--- src/rtl/imem_port_arbiter.sv ---
// Arbitrates a single-port synchronous instruction memory between instruction fetch and a
// boot/debug loader, stalling fetch and injecting NOPs while the loader owns the memory.
module imem_port_arbiter #(
  parameter int unsigned MEM_WORDS = 1024,
  parameter int unsigned MAX_BURST = 64,
  parameter logic [31:0] NOP_INSTR = 32'h00000013
) (
  input  logic                         clk,
  input  logic                         reset,
  input  logic [31:0]                  fetch_addr,
  output logic [31:0]                  fetch_data,
  output logic                         fetch_stall,
  output logic                         fetch_misalign,
  input  logic                         ldr_req,
  input  logic                         ldr_valid,
  input  logic [31:0]                  ldr_addr,
  input  logic [31:0]                  ldr_wdata,
  output logic                         ldr_gnt,
  output logic                         ldr_err,
  output logic [15:0]                  ldr_count,
  output logic                         mem_en,
  output logic                         mem_we,
  output logic [$clog2(MEM_WORDS)-1:0] mem_addr,
  output logic [31:0]                  mem_wdata,
  input  logic [31:0]                  mem_rdata
);

  localparam int unsigned AW = $clog2(MEM_WORDS);
  localparam int unsigned BW = $clog2(MAX_BURST + 1);

  typedef enum logic [1:0] {StFetch, StDrain, StLoader, StResume} state_e;

  state_e          state_q, state_d;
  logic [BW-1:0]   burst_q, burst_d;
  logic [15:0]     count_q, count_d;
  logic            err_q, err_d;
  logic            rd_valid_q;
  logic            post_rst_q;
  logic            misalign_q;
  logic            in_range;

  assign in_range = (ldr_addr[31:2+AW] == '0);

  always_comb begin
    state_d   = state_q;
    burst_d   = burst_q;
    count_d   = count_q;
    err_d     = err_q;
    mem_en    = 1'b0;
    mem_we    = 1'b0;
    mem_addr  = fetch_addr[2+:AW];
    mem_wdata = ldr_wdata;
    unique case (state_q)
      StFetch: begin
        mem_en = 1'b1;
        // Any FETCH cycle satisfies the one-cycle fetch window, so a new grant starts fresh.
        if (ldr_req) begin
          state_d = StDrain;
          burst_d = '0;
        end
      end
      StDrain: state_d = StLoader;
      StLoader: begin
        mem_addr = ldr_addr[2+:AW];
        if (ldr_valid) begin
          if (in_range) begin
            mem_en  = 1'b1;
            mem_we  = 1'b1;
            burst_d = burst_q + 1'b1;
            if (count_q != 16'hFFFF) count_d = count_q + 16'd1;
          end else begin
            err_d = 1'b1;
          end
        end
        if (!ldr_req || burst_d == BW'(MAX_BURST)) state_d = StResume;
      end
      StResume: begin
        mem_en = 1'b1;
        if (!ldr_req) burst_d = '0;
        state_d = StFetch;
      end
      default: state_d = StFetch;
    endcase
    // An abandoned burst must not write while reset is being applied.
    if (reset) begin
      mem_en = 1'b0;
      mem_we = 1'b0;
    end
  end

  always_ff @(posedge clk) begin
    if (reset) begin
      state_q    <= StFetch;
      burst_q    <= '0;
      count_q    <= '0;
      err_q      <= 1'b0;
      rd_valid_q <= 1'b0;
      post_rst_q <= 1'b1;
      misalign_q <= 1'b0;
    end else begin
      state_q    <= state_d;
      burst_q    <= burst_d;
      count_q    <= count_d;
      err_q      <= err_d;
      rd_valid_q <= (state_q == StFetch) || (state_q == StResume);
      post_rst_q <= 1'b0;
      misalign_q <= (state_q == StFetch) && (fetch_addr[1:0] != 2'b00);
    end
  end

  assign fetch_data     = rd_valid_q ? mem_rdata : NOP_INSTR;
  assign fetch_stall    = post_rst_q || (state_q != StFetch);
  assign fetch_misalign = misalign_q;
  assign ldr_gnt        = (state_q == StLoader);
  assign ldr_err        = err_q;
  assign ldr_count      = count_q;

endmodule

--- config.mk ---
export PLATFORM = sky130hd
export DESIGN_NAME = imem_port_arbiter
export DESIGN_NICKNAME = d
export VERILOG_FILES = /design/src/rtl/imem_port_arbiter.sv
export SDC_FILE = /design/constraint.sdc
export NUM_CORES = 1
export LEC_CHECK = 0
export ABC_AREA = 1
export BUFFER_PORTS_ARGS = -buffer_cell sky130_fd_sc_hd__clkbuf_2
export CORE_ASPECT_RATIO = 1.4
export CORE_MARGIN = 8
export CORE_UTILIZATION = 37
export DETAILED_ROUTE_END_ITERATION = 7
export PLACE_DENSITY = 0.82
export SLEW_MARGIN = 20
export SYNTH_ARGS = -nofsm -noshare
export SYNTH_HDL_FRONTEND = slang
export SYNTH_SLANG_ARGS = --single-unit
--- constraint.sdc ---
create_clock -name clk -period 1.8 [get_ports clk]
set_input_delay 0.09 -clock clk [delete_from_list [all_inputs] [get_ports clk]]
set_output_delay 0.09 -clock clk [all_outputs]
set_load 0.1 [all_outputs]
==> flow_metrics.env <==
export IMPL_status="finished, final reports clean"
export IMPL_max_stage_delay_ns=0.33
export IMPL_grt_pass1_vias=2673
export IMPL_ys_flop_type="dfxtp_1"
export IMPL_final_setup_skew_ns=0.00573
export IMPL_crit_required_ns=1.71
export IMPL_critPathBufInv=3
export IMPL_layoutNonFillerInstCount=590
export IMPL_maxCapViolCount=0
export IMPL_vias_per_cell=4.72
export IMPL_tns_ns=0
export IMPL_die_h_um=110
export IMPL_dpl_cell_area_sq_um=3650
export IMPL_synth_top_area_share_pct=24.7
export IMPL_crit_chain="inv_2 -> ha_4 -> buf_6 -> nand2_2 -> nor2_4 -> nor2_2 -> nor2_4 -> buf_12"
export IMPL_slew_viol_final=0
export IMPL_vias=2787
export IMPL_fmax_mhz=583
export IMPL_rsz0062_at_grt="true"
export IMPL_synth_edf_count=0
export IMPL_synthTopCellsByArea="dfxtp_1, nand2_1, inv_1"
export IMPL_powerDensity_nw_per_um2=1490
export IMPL_syn_area_sq_um=2350
export IMPL_syn_avg_cell_area_sq_um=5.87
export IMPL_synth_cells=401
export IMPL_grt_usage_pct=15.9
export IMPL_cts_clk_slew_worst_paths_ns=0.06
export IMPL_ant_nets=0
export IMPL_io_buffers=141
export IMPL_ys_warn_count=0
export IMPL_core_sq_um=6170
export IMPL_fin_crit_ns=1.72
export IMPL_grt_pass1_wl_um=12200
export IMPL_wl_per_cell_um=14.2
export IMPL_synth_seq_cells=29
export IMPL_async_flop_share_pct=0
export IMPL_peakVddDrop_mv=0.880
export IMPL_dp_hpwl_um=7010
export IMPL_cts_sinks=29
export IMPL_worstPathArrival_ns=1.63
export IMPL_yosysUniqueCellTypes=29
export IMPL_cts_path_max_buffers=2
export IMPL_pre_cts_ws_ns=0.121
export IMPL_relSlewSlack_pct=62.7
export IMPL_setup_viol=0
export IMPL_grt_max_degree=20
export IMPL_start_kind="flop"
export IMPL_syn2layout_area_growth_pct=60.4
export IMPL_wl_um=8360
export IMPL_fp_dieW_um=83.4
export IMPL_cts_max_level=2
export IMPL_antenna_found_initial=0
export IMPL_clkLatencyLatePin_ns=0.28
export IMPL_synth_net_count=538
export IMPL_grt_overflow=0
export IMPL_fin_ws_ns=0.0834
export IMPL_cts_hold_buf=0
export IMPL_crit_fanout=15
export IMPL_p_leak_nw=1.93
export IMPL_placementRows=34
export IMPL_first_pass_iters=5
export IMPL_synth_most_common_cell="nand2_1"
export IMPL_drc=0
export IMPL_cp_slowest_cell="dfxtp_1"
export IMPL_ioPinCount=228
export IMPL_final_hold_violation_count=0
export IMPL_ys_seq_area_share_pct=24.7
export IMPL_dp_cells=582
export IMPL_crit_top_cell="nor2_4"
export IMPL_critical_path_class="flop to output pin"
export IMPL_cts_made_buffers=5
export IMPL_netlist_top_cells_count="nand2_1, inv_1, nor2_1"
export IMPL_min_period_over_period_pct=95.4
export IMPL_first_iter_violations=198
export IMPL_gp_congestion=0.860
export IMPL_layout_nets=654
export IMPL_tritoncts="built"
export IMPL_tightest_slew_ns=0.562
export IMPL_cts_root_buffer="clkbuf_8"
export IMPL_start_util_pct=38.1
export IMPL_hold_slack_ns=0.0817
export IMPL_finalInstanceArea_sq_um=3770
export IMPL_drive_gt1_share_pct=41.3
export IMPL_critPathCaptureType="output pin"
export IMPL_n_antenna_cell=0
export IMPL_die_area_sq_um=9200
export IMPL_hold_path_class="input pin to flop"
export IMPL_synth_largest_area_cell="dfxtp_1"
export IMPL_critical_path_top_delay_family="buffers and inverters"
## worst paths after layout
path	from	endpoint	slack, ns	cells past startpoint
max	state_q[0]$_SDFFE_PP0P_	mem_en	0.08	8
max reg2reg	ldr_count[0]$_SDFFE_PP0P_	ldr_count[9]$_SDFFE_PP0P_	0.10	10
min	fetch_addr[0]	fetch_misalign$_SDFF_PP0_	0.08	3
min reg2reg	ldr_count[0]$_SDFFE_PP0P_	ldr_count[0]$_SDFFE_PP0P_	0.45	1
## logic make-up (layout without fill, tap and decap cells)
family	after synthesis	in the layout	synth area share (%)
adders and majority gates	5	5	2.66
xor gates and xnor gates	3	3	1.12
and+or+nand+nor	220	220	41.2
buffers and inverters	111	228	22.8
DFF	29	29	24.7
AOI/OAI and AO/OA	33	33	7.50
## routing by layer
metal | track usage [%] | up-vias | routed length (um)
met3 | 3.60 | 30 | 503
li1 | - | 1423 | -
met5 | 0 | - | 0
met2 | 33.0 | 91 | 5060
met1 | 13.6 | 1243 | 2540
met4 | 8.69 | 0 | 255
## repair_timing
action / in CTS / in global routing
buffers inserted: 0 / 0
gates resized for setup: 0 / 11
setup endpoints to repair: 0 / 7
## worst min-delay path, cell delays in order
cell	delay [ns]
clkbuf_2	0.08
nor2_1	0.04
nor3_1	0.10
## final cells by class
type	count	area, sq um
Fill cell	523	2400
Timing Repair Buffer	149	1390
Multi-Input combinational cell	261	1310
Sequential cell	29	626
Inverter	71	267
Clock buffer	8	90.1
Tap cell	72	90.1
## layout by cell type (no fill, tap or decap)
master,netlist,layout
buf_12,0,41
nand3b_1,1,1
buf_6,0,1
nor2_1,34,29
o21a_1,1,1
nor2_4,4,6
dfxtp_1,29,9
nor4_1,1,1
nor3_2,0,2
buf_4,32,8
clkbuf_8,0,6
dfxtp_4,0,8
a31oi_1,1,1
clkbuf_1,8,2
inv_1,70,69
nor3_1,11,9
a21oi_1,20,20
or2_2,2,2
ha_1,5,3
nor3b_1,1,1
nand3_1,19,19
dfxtp_2,0,12
o21ai_0,8,8
a21oi_2,1,1
xor2_1,3,3
o21ai_2,1,1
nand3_2,2,2
ha_2,0,1
nor2_2,4,7
o21ai_1,1,1
clkbuf_2,0,99
inv_2,1,2
nand3_4,1,1
nand4_1,8,8
ha_4,0,1
nand2_1,130,118
and3_1,1,1
nand2_2,1,13
## state kept, by name, summed over array words and instances, names as in the netlist
register	count
rd_valid_q	1
post_rst_q	1
state_q	2
fetch_misalign	1
burst_q	7
ldr_count	16
ldr_err	1
## metrics by stage
stage          power (mW)  util (%)
3_5_place_dp         5.09      59.2
4_1_cts              5.64      60.7
3_3_place_gp         5.04      59.2
5_1_grt              5.81      61.2
6_report             5.61      61.2
2_1_floorplan        3.89         -
## power by group
part / internal [mW] / switching (mW)
sequential: 0.676 / 0.0736
clock: 0.311 / 0.237
combinational: 1.32 / 2.99
Power figures use the tool's default switching activity.
